==> config.mk <==
export PLATFORM = sky130hd
export DESIGN_NAME = duck_flight_ctrl
export DESIGN_NICKNAME = d
export VERILOG_FILES = /design/src/rtl/duck_flight_ctrl.sv
export SDC_FILE = /design/constraint.sdc
export NUM_CORES = 1
export LEC_CHECK = 0
export BUFFER_PORTS_ARGS = -buffer_cell sky130_fd_sc_hd__buf_2
export CORE_MARGIN = 3
export CORE_UTILIZATION = 50
export CTS_CLUSTER_DIAMETER = 100
export DETAILED_ROUTE_END_ITERATION = 10
export PLACE_DENSITY = 0.81
export SLEW_MARGIN = 20
export SYNTH_ARGS = -nofsm -noshare
export SYNTH_HDL_FRONTEND = slang
export SYNTH_SLANG_ARGS = --single-unit
==> constraint.sdc <==
create_clock -name clk -period 6 [get_ports clk]
set_clock_uncertainty 0.2 [all_clocks]
set_input_delay 0.6 -clock clk [delete_from_list [all_inputs] [get_ports clk]]
set_output_delay 0.6 -clock clk [all_outputs]
set_load 0.01 [all_outputs]
==> src/rtl/duck_flight_ctrl.sv <==
// Duck sprite motion/state controller: once per frame it updates position, wing flap and
// round state, resolves trigger shots against the duck box and keeps hit/escape tallies.
module duck_flight_ctrl #(
  parameter int unsigned H_ACTIVE      = 640,
  parameter int unsigned V_ACTIVE      = 480,
  parameter int unsigned DUCK_W        = 32,
  parameter int unsigned DUCK_H        = 32,
  parameter int unsigned STEP          = 2,
  parameter int unsigned FALL_STEP     = 4,
  parameter int unsigned FLY_Y_MIN     = 40,
  parameter int unsigned GROUND_Y      = 320,
  parameter int unsigned ESCAPE_FRAMES = 600,
  parameter int unsigned HIT_PAUSE     = 30,
  parameter int unsigned FLAP_DIV      = 8
) (
  input  logic       clk,
  input  logic       reset,
  input  logic [9:0] hcount,
  input  logic [9:0] vcount,
  input  logic       start,
  input  logic       shot,
  input  logic [9:0] cross_x,
  input  logic [9:0] cross_y,
  output logic [9:0] duck_x,
  output logic [9:0] duck_y,
  output logic       duck_visible,
  output logic [1:0] sprite_sel,
  output logic       dir_left,
  output logic       hit_pulse,
  output logic       escape_pulse,
  output logic [3:0] ducks_hit,
  output logic [3:0] ducks_escaped
);

  localparam int unsigned PW    = 10;
  localparam int unsigned PW1   = PW + 1;
  localparam int unsigned CW    = 10;
  localparam int unsigned NW    = 4;
  localparam int unsigned FW    = $clog2(FLAP_DIV);
  localparam int unsigned X_MAX = H_ACTIVE - DUCK_W;
  localparam int unsigned Y_MAX = GROUND_Y - DUCK_H;

  typedef enum logic [2:0] {
    S_IDLE,
    S_RESPAWN,
    S_FLY,
    S_HIT,
    S_FALL,
    S_ESCAPE
  } state_e;

  state_e          state_q, state_d;
  logic [PW-1:0]   x_q, x_d;
  logic [PW-1:0]   y_q, y_d;
  logic            vis_q, vis_d;
  logic [1:0]      sel_q, sel_d;
  logic            left_q, left_d;
  logic            up_q, up_d;
  logic            hitp_q, hitp_d;
  logic            escp_q, escp_d;
  logic [NW-1:0]   nhit_q, nhit_d;
  logic [NW-1:0]   nesc_q, nesc_d;
  logic [CW-1:0]   fcnt_q, fcnt_d;
  logic [FW-1:0]   flap_q, flap_d;
  logic [9:0]      lfsr_q, lfsr_d;
  logic            tick_q, tick_d;

  logic            hit_c;
  logic            flap_wrap_c;
  logic [PW1-1:0]  x_inc_c;
  logic [PW1-1:0]  y_inc_c;
  logic [PW1-1:0]  y_fall_c;
  logic [PW1-1:0]  x_end_c;
  logic [PW1-1:0]  y_end_c;

  // Frame tick fires once, the cycle after the first pixel of vertical blank is seen.
  assign tick_d = (hcount == PW'(0)) && (vcount == PW'(V_ACTIVE));
  assign lfsr_d = {lfsr_q[8:0], lfsr_q[9] ^ lfsr_q[6]};

  assign x_inc_c  = {1'b0, x_q} + PW1'(STEP);
  assign y_inc_c  = {1'b0, y_q} + PW1'(STEP);
  assign y_fall_c = {1'b0, y_q} + PW1'(FALL_STEP);
  assign x_end_c  = {1'b0, x_q} + PW1'(DUCK_W);
  assign y_end_c  = {1'b0, y_q} + PW1'(DUCK_H);

  // Box test is done one bit wider so a duck near the right edge cannot wrap.
  assign hit_c = shot && (state_q == S_FLY)
              && ({1'b0, cross_x} >= {1'b0, x_q}) && ({1'b0, cross_x} < x_end_c)
              && ({1'b0, cross_y} >= {1'b0, y_q}) && ({1'b0, cross_y} < y_end_c);

  assign flap_wrap_c = (flap_q == FW'(FLAP_DIV - 1));

  always_comb begin
    state_d = state_q;
    x_d     = x_q;
    y_d     = y_q;
    vis_d   = vis_q;
    sel_d   = sel_q;
    left_d  = left_q;
    up_d    = up_q;
    hitp_d  = 1'b0;
    escp_d  = 1'b0;
    nhit_d  = nhit_q;
    nesc_d  = nesc_q;
    fcnt_d  = fcnt_q;
    flap_d  = flap_q;

    unique case (state_q)
      S_IDLE: begin
        if (start) state_d = S_RESPAWN;
      end

      S_RESPAWN: begin
        if (tick_q) begin
          x_d     = PW'(lfsr_q[8:0]);
          y_d     = PW'(Y_MAX);
          left_d  = lfsr_q[9];
          up_d    = 1'b1;
          vis_d   = 1'b1;
          sel_d   = 2'b00;
          fcnt_d  = '0;
          flap_d  = '0;
          state_d = S_FLY;
        end
      end

      S_FLY: begin
        // A shot landing on the tick wins: the duck freezes where it was hit.
        if (hit_c) begin
          state_d = S_HIT;
          sel_d   = 2'b10;
          hitp_d  = 1'b1;
          fcnt_d  = '0;
          if (nhit_q != '1) nhit_d = nhit_q + NW'(1);
        end else if (tick_q) begin
          if (left_q) begin
            if (x_q < PW'(STEP)) begin
              x_d    = '0;
              left_d = 1'b0;
            end else begin
              x_d = x_q - PW'(STEP);
            end
          end else if (x_inc_c > PW1'(X_MAX)) begin
            x_d    = PW'(X_MAX);
            left_d = 1'b1;
          end else begin
            x_d = x_inc_c[PW-1:0];
          end

          if (up_q) begin
            if (y_q < PW'(FLY_Y_MIN + STEP)) begin
              y_d  = PW'(FLY_Y_MIN);
              up_d = 1'b0;
            end else begin
              y_d = y_q - PW'(STEP);
            end
          end else if (y_inc_c > PW1'(Y_MAX)) begin
            y_d  = PW'(Y_MAX);
            up_d = 1'b1;
          end else begin
            y_d = y_inc_c[PW-1:0];
          end

          flap_d = flap_wrap_c ? '0 : flap_q + FW'(1);
          if (flap_wrap_c) sel_d = {1'b0, ~sel_q[0]};
          fcnt_d = fcnt_q + CW'(1);
          if (fcnt_q == CW'(ESCAPE_FRAMES - 1)) state_d = S_ESCAPE;
        end
      end

      S_HIT: begin
        if (tick_q) begin
          fcnt_d = fcnt_q + CW'(1);
          if (fcnt_q == CW'(HIT_PAUSE - 1)) begin
            state_d = S_FALL;
            sel_d   = 2'b11;
          end
        end
      end

      S_FALL: begin
        if (tick_q) begin
          if (y_fall_c >= PW1'(Y_MAX)) begin
            y_d     = PW'(Y_MAX);
            vis_d   = 1'b0;
            state_d = S_RESPAWN;
          end else begin
            y_d = y_fall_c[PW-1:0];
          end
        end
      end

      S_ESCAPE: begin
        // Climbs off the top; the tick after reaching row 0 counts the escape.
        if (tick_q) begin
          if (y_q < PW'(STEP)) begin
            y_d     = '0;
            vis_d   = 1'b0;
            escp_d  = 1'b1;
            state_d = S_RESPAWN;
            if (nesc_q != '1) nesc_d = nesc_q + NW'(1);
          end else begin
            y_d    = y_q - PW'(STEP);
            flap_d = flap_wrap_c ? '0 : flap_q + FW'(1);
            if (flap_wrap_c) sel_d = {1'b0, ~sel_q[0]};
          end
        end
      end

      default: state_d = S_IDLE;
    endcase
  end

  always_ff @(posedge clk or posedge reset) begin
    if (reset) begin
      state_q <= S_IDLE;
      x_q     <= '0;
      y_q     <= PW'(Y_MAX);
      vis_q   <= 1'b0;
      sel_q   <= 2'b00;
      left_q  <= 1'b0;
      up_q    <= 1'b1;
      hitp_q  <= 1'b0;
      escp_q  <= 1'b0;
      nhit_q  <= '0;
      nesc_q  <= '0;
      fcnt_q  <= '0;
      flap_q  <= '0;
      lfsr_q  <= 10'h001;
      tick_q  <= 1'b0;
    end else begin
      state_q <= state_d;
      x_q     <= x_d;
      y_q     <= y_d;
      vis_q   <= vis_d;
      sel_q   <= sel_d;
      left_q  <= left_d;
      up_q    <= up_d;
      hitp_q  <= hitp_d;
      escp_q  <= escp_d;
      nhit_q  <= nhit_d;
      nesc_q  <= nesc_d;
      fcnt_q  <= fcnt_d;
      flap_q  <= flap_d;
      lfsr_q  <= lfsr_d;
      tick_q  <= tick_d;
    end
  end

  assign duck_x        = x_q;
  assign duck_y        = y_q;
  assign duck_visible  = vis_q;
  assign sprite_sel    = sel_q;
  assign dir_left      = left_q;
  assign hit_pulse     = hitp_q;
  assign escape_pulse  = escp_q;
  assign ducks_hit     = nhit_q;
  assign ducks_escaped = nesc_q;

endmodule

## Yosys cells after proc, flatten, opt, wreduce, memory -nomap -nowiden

Index checks and enable logic that the tools add are counted.

- Multiplexer cells: 74
- Add/subtract/negate cells: 11
- Eq/ne operators: 24
- Order comparisons: 10
- Reduce and logical (&&, ||, !) cells: 23
- Bitwise logic cells: 2

Operator list:

| kind | number |
|---|---|
| 2-to-1 mux 10 bit | 19 |
| 2-to-1 mux 3 bit | 17 |
| one-hot mux 10 bit (4 select lines) | 1 |
| one-hot mux 10 bit (3 select lines) | 1 |
| adder 10 x 2 -> 11 bit (second input constant) | 2 |
| adder 10 x 6 -> 11 bit (second input constant) | 2 |
| less-than comparator 10 x 11 -> 1 bit | 2 |
| != test 2 bit (second input constant) | 11 |
| 2-to-1 mux 1 bit | 21 |
| >= comparator 10 bit | 2 |
| less-than comparator 10 x 2 -> 1 bit (second input constant) | 2 |
| one-hot mux 10 bit (2 select lines) | 1 |
| subtractor 10 x 2 -> 10 bit (second input constant) | 2 |
| one-hot mux 3 bit (6 select lines) | 1 |
| AND reduction 6 bit | 3 |
| 2-to-1 mux 2 bit | 8 |
| adder 10 x 3 -> 11 bit (second input constant) | 1 |
| >= comparator 11 x 9 -> 1 bit (second input constant) | 1 |
| greater-than comparator 11 x 10 -> 1 bit (second input constant) | 1 |
| greater-than comparator 11 x 9 -> 1 bit (second input constant) | 1 |
| adder 10 x 1 -> 10 bit (second input constant) | 1 |
| == test 10 bit (second input constant) | 1 |
| == test 10 x 5 -> 1 bit (second input constant) | 1 |
| == test 10 x 9 -> 1 bit (second input constant) | 1 |
| 26 further kinds | 41 |

- Word-level logic and storage cells: 159
- Input bits: 44
- Output and inout bits: 34
- Register bits after elaboration: 62

## Logic depth before layout (Yosys ltp)

- Word-level depth: 8
- Mapped depth: 14
- Mapped depth without buffers: 12

## Worst setup path after synthesis

Ideal clock, no wire load.

- Kind: register to register
- Start point: reg y_q[5] (netlist: duck_y[5])
- End point: reg nhit_q[1] (netlist: ducks_hit[1])
- Library setup time: 125 ps
- Buffers on the path: 2
- Setup slack: 2,715 ps
- Arrival time: 2,960 ps
- Cell stages (with the launch flop): 13
- Period minus slack after synthesis: 3,285 ps
- Required time: 5,675 ps
- Path through: dfstp_2 > buf_2 > and3_1 > xnor2_1 > ha_1 > a21oi_1 > o2bb2ai_1 > a211oi_1 > nand4_1 > or2_1 > buf_2 > a31oi_1 > mux2_2

- Cells in the longest elaborated chain, start to end: 4
- Elaborated cells on any way between the ends: 6
- Those cells by class: add/sub (1); order compare (2); reduce/logical (3)

RTL lines:

| element | line | source |
|---|---|---|
| start: declaration | 54 | `logic [PW-1:0] y_q, y_d;` |
| start signal: assignment | 218 | `y_q <= PW'(Y_MAX);` |
| start signal: assignment | 234 | `y_q <= y_d;` |
| adder 10 x 6 -> 11 bit or >= comparator 10 bit (tied branches) | 84, 89 |  |
| less-than comparator 10 x 11 -> 1 bit or logical AND 1 bit (tied branches) | 89 | `&& ({1'b0, cross_y} >= {1'b0, y_q}) && ({1'b0, cross_y} < y_end_c);` |
| logical AND 1 bit * | 89 |  |
| AND reduction 3 bit (no source line) * | n/a |  |
| end signal: assignment | 241 | `nhit_q <= nhit_d;` |
| end: declaration | 61 | `logic [NW-1:0] nhit_q, nhit_d;` |

Every way passes the cells marked *; elsewhere a longest branch is shown, timed or not.
A chain may end at the register's enable or synchronous reset.

## Worst setup path in the final report

- Start point: reg y_q[5] (netlist: duck_y[5])
- End point: reg fcnt_q[1]

- Cells in the longest elaborated chain, start to end: 5
- Elaborated cells on any way between the ends: 7
- Those cells by class: add/sub (1); order compare (2); mux (2); reduce/logical (2)

RTL lines:

| element | line | source |
|---|---|---|
| adder 10 x 6 -> 11 bit or >= comparator 10 bit (tied branches) | 84, 89 |  |
| less-than comparator 10 x 11 -> 1 bit or logical AND 1 bit (tied branches) | 89 |  |
| logical AND 1 bit * | 89 |  |
| 2-to-1 mux 10 bit * | 129 | `if (hit_c) begin` |
| one-hot mux 10 bit (3 select lines) * | 108 | `unique case (state_q)` |
| end signal: assignment | 243 | `fcnt_q <= fcnt_d;` |
| end: declaration | 63 | `logic [CW-1:0] fcnt_q, fcnt_d;` |

Marked as above.

==> results.md <==
- FF-to-FF End: fcnt_q[1]
- Ys flop type: dfrtp_1
- Num Clock Sinks: a little over 60
- Iter 0 DRT Violations: between 300 and 400
- Pre-antenna DRT Iters: 5
- Final period util: between 60% and 70%
- Clock Pin Slew Worst Setup and Hold Paths: approximately 70 ps
- Placement Rows: 36
- Register area share after synthesis: between 30% and 40%
- CTS Root Buffer Type: clkbuf_8
- Worst r2r path cells: 11
- Sum Neg Setup Slack: 0 ps
- First-pass GRT wire length: approximately 22 mm
- Sw Ratio: about a fifth
- Worst Setup Slack, final: between 1500 and 2000 ps
- Die Height: between 100 and 150 um
- Layout cell share with drive strength beyond 1: 17.7%
- Flop2flop setup slack: about 1900 ps
- Clock tree buffer depth: 2
- Slew @ Worst Pin: slightly above 1000 ps
- CP arrival: 4160 ps
- CP Cell Sequence: ha_1 -> nand3_1 -> xnor2_1 -> ha_1 -> o21ai_0 -> o2bb2ai_1 -> a211oi_1 -> nand4_1 -> o311ai_2 -> o21ai_0 -> a32o_1
- CP endpoint kind: register
- Crit Path Max Fanout: 16
- Area leader, netlist: dfrtp_1
- Nets: approximately 750
- Synth cell types: approximately 80
- Hold Crit Depth: 0
- Post-DP HPWL: approximately 9.7 mm
- Fraction of registers with async set/reset: 100%
- Pint: slightly below 0.7 mW
- Top-area cell type share of the netlist area: between 20% and 30%
- Top Ports: between 70 and 80
- Inserted Diodes: 0
- Avg Vias per Cell: 6.14
- Global placer's final weighted congestion: between 0.9 and 1
- Mapped Avg Cell Area: ~8.3 um2
- Final hold violation count: 0
- Clock share of power: 47.5%
- Hold endpoint: lfsr_q[2]
- Number of synthesized flops with an enable pin: 0
- Initial Util: 51.6%
- Synth top area cells: dfrtp_1 28%, ha_1 12%, o21ai_0 5.0%
- Net load switching power: about 0.18 mW
- Worst path required time: between 6000 and 7000 ps
- Placement Setup Slack: roughly 2000 ps
- DP Area: 5440 um2
- Crit start category: register
- Worst Path Buf+Inv: 0
- CTS tree: built
- RSZ-0062 raised after global routing: false
- Post-route ant nets: 0
- Rel. slew slack: 31.9%
- Worst path slowest cell: o311ai_2
- Number of global-route vias before repair: roughly 4800
- CTS Hold Bufs: 0
- CP Class: reg2reg
- Largest net degree at the start of global routing: 62
- Total number of vias: 4874
- Max-slew violations: 0
- DRC: 0
- Initial antenna violation count: 0
- #FFs+latches synth: between 60 and 70
- Worst R2R Start: duck_y[5]
- Overflow after GRT: 0
- Clock Latency Late Sink: ~330 ps
- Max Cap Violations: 0
- Min cycle time layout: 4140 ps
- Top delay family on crit path: compound AO/OA/AOI/OAI gates
- Max Clk Rate: between 200 and 250 MHz
- PortBufs: 75
- Post-CTS sizing: 0
- Hold_sp: lfsr_q[1]
- Num CTS Buffers: 9
- Logic pwr share: about 5.4%
- Wire length per cell: ~16 um
- Layout area overhead: 12.3%
- Sequential power share: a little under half
- CP max stage delay: roughly 970 ps
- LEAKAGE: approximately 2.6 nW
- Post-CTS Repair Setup Buffers: 0
- VDD IR max: 0.000194 V
- Total GRT Usage: roughly a quarter
- Horiz. Die Dim: 106 um
- Die ar.: between 10000 and 15000 um2
- Final Setup Violations: 0
- Total Wirelength: between 10 and 15 mm
- HP Class: reg2reg
- Core ar.: 9770 um2
- Finished Cell Area: between 5000 and 6000 um2
- Layout fillers: slightly above 900
- Syn nets: about 700
- H-tree Lvls: 3
- Pwr/cell area: approximately 150 nW/um2
- Instance count of the mapped netlist: 604
- Outcome: completed
- Cell Area, Synth: between 5000 and 6000 um2
- Number of synthesis warnings: 0
cell families (layout without fill, tap and decap cells):
| logic type | after synthesis | after routing | share of synthesized area (%) |
|---|---|---|---|
| simple gates | 201 | 201 | 20.5 |
| compound gates | 188 | 188 | 25.4 |
| buf+inv | 74 | 131 | 6.13 |
| flops | 61 | 61 | 30.4 |
| fa+ha+maj | 47 | 47 | 11.7 |
| xor+xnor | 25 | 25 | 4.34 |
| mux | 7 | 7 | 1.51 |
| other cells | 1 | 1 | 0.0744 |
cell usage after synthesis (4+ instances only):
master	n
ha_1	47
nor3b_1	5
inv_1	35
buf_2	10
xnor2_1	22
buf_4	5
a31oi_1	8
nor3_1	25
clkbuf_1	21
nor4_1	7
nand2b_1	5
nand2_1	53
nand3_1	16
o31ai_1	7
o211ai_1	11
dfstp_2	4
o21ai_0	50
o22ai_1	4
nor2_1	38
a21o_1	8
mux2_2	5
o2111ai_1	4
and3_1	11
a211oi_1	7
nand4_1	8
and2_1	4
dfrtp_1	57
a21oi_1	34
and4_1	5
a22oi_1	4
registers in the layout (all words and copies together), names as in the netlist, 2 cells and up:
signal / flops
state_q: 3
duck_y: 9
lfsr_q: 10
ducks_escaped: 4
flap_q: 3
duck_x: 10
fcnt_q: 10
sprite_sel: 2
ducks_hit: 4
cells in the final DEF, fill, tap and decap left out, types with 7 or more instances in the layout:
master / count
nor2_1: 38
a31oi_1: 8
dfrtp_1: 57
xnor2_1: 22
o31ai_1: 7
nor3_1: 25
a21o_1: 8
a21oi_1: 34
nand2_1: 53
nor4_1: 7
inv_1: 34
and3_1: 11
clkbuf_8: 11
buf_2: 75
ha_1: 47
o211ai_1: 11
nand3_1: 16
a211oi_1: 7
nand4_1: 8
o21ai_0: 50
metrics by stage:
| step | cells | util [%] | power, mW | hold slack, ps |
|---|---|---|---|---|
| floorplan | 604 | - | 0.444 | 149 |
| global placement | 778 | 55.6 | 0.464 | 158 |
| detailed placement | 778 | 55.6 | 0.466 | 163 |
| CTS | 794 | 57.9 | 0.881 | 178 |
| global route | 794 | 57.9 | 0.907 | 192 |
| finish | 794 | 57.9 | 0.872 | 182 |
area by class of cell:
class                   count  area [um2]  area share, %
well taps                 133         166           2.94
inverters                  37         139           2.45
repair buffers             78         398           7.03
clock buffers              12         155           2.74
clock inverters             4        70.1           1.24
flip-flops and latches     61        1530           27.0
multi-input cells         469        3200           56.6
how the worst max path moves through the flow:
stage	from	endpoint	slack, ps	cells after the start
after detailed placement	duck_y[5]	fcnt_q[1]	1990	11
final	duck_y[5]	fcnt_q[1]	1860	11
after global routing	duck_y[5]	fcnt_q[1]	1620	11
after CTS	duck_y[5]	fcnt_q[1]	1920	11
after floorplan	duck_y[5]	ducks_hit[1]	2710	12
after global placement	duck_y[5]	fcnt_q[1]	2100	9
power by group through the flow:
stage | clock network, mW | logic, mW | registers [mW]
2_1_floorplan | 0 | 0.0246 | 0.419
3_3_place_gp | 0 | 0.0447 | 0.419
3_5_place_dp | 0 | 0.0475 | 0.419
4_1_cts | 0.422 | 0.0477 | 0.411
5_1_grt | 0.441 | 0.0549 | 0.411
6_report | 0.414 | 0.0467 | 0.411
worst register-to-register path: stages (launching register included):
cell and delay [ps]:
dfstp_2 710, ha_1 310, nand3_1 120, xnor2_1 160, ha_1 260, o21ai_0 130
o2bb2ai_1 110, a211oi_1 220, nand4_1 320, o311ai_2 970, o21ai_0 270, a32o_1 260
layer usage:
metal  routed length [um]  global-route usage (%)  vias up
met1                 5590                    31.1     2306
li1                     -                       -     2354
met4                  172                    6.76        0
met5                    0                       0        -
met2                 6330                    40.4      200
met3                  976                    3.95       14
Note: power is estimated with default switching activity, not from simulation.
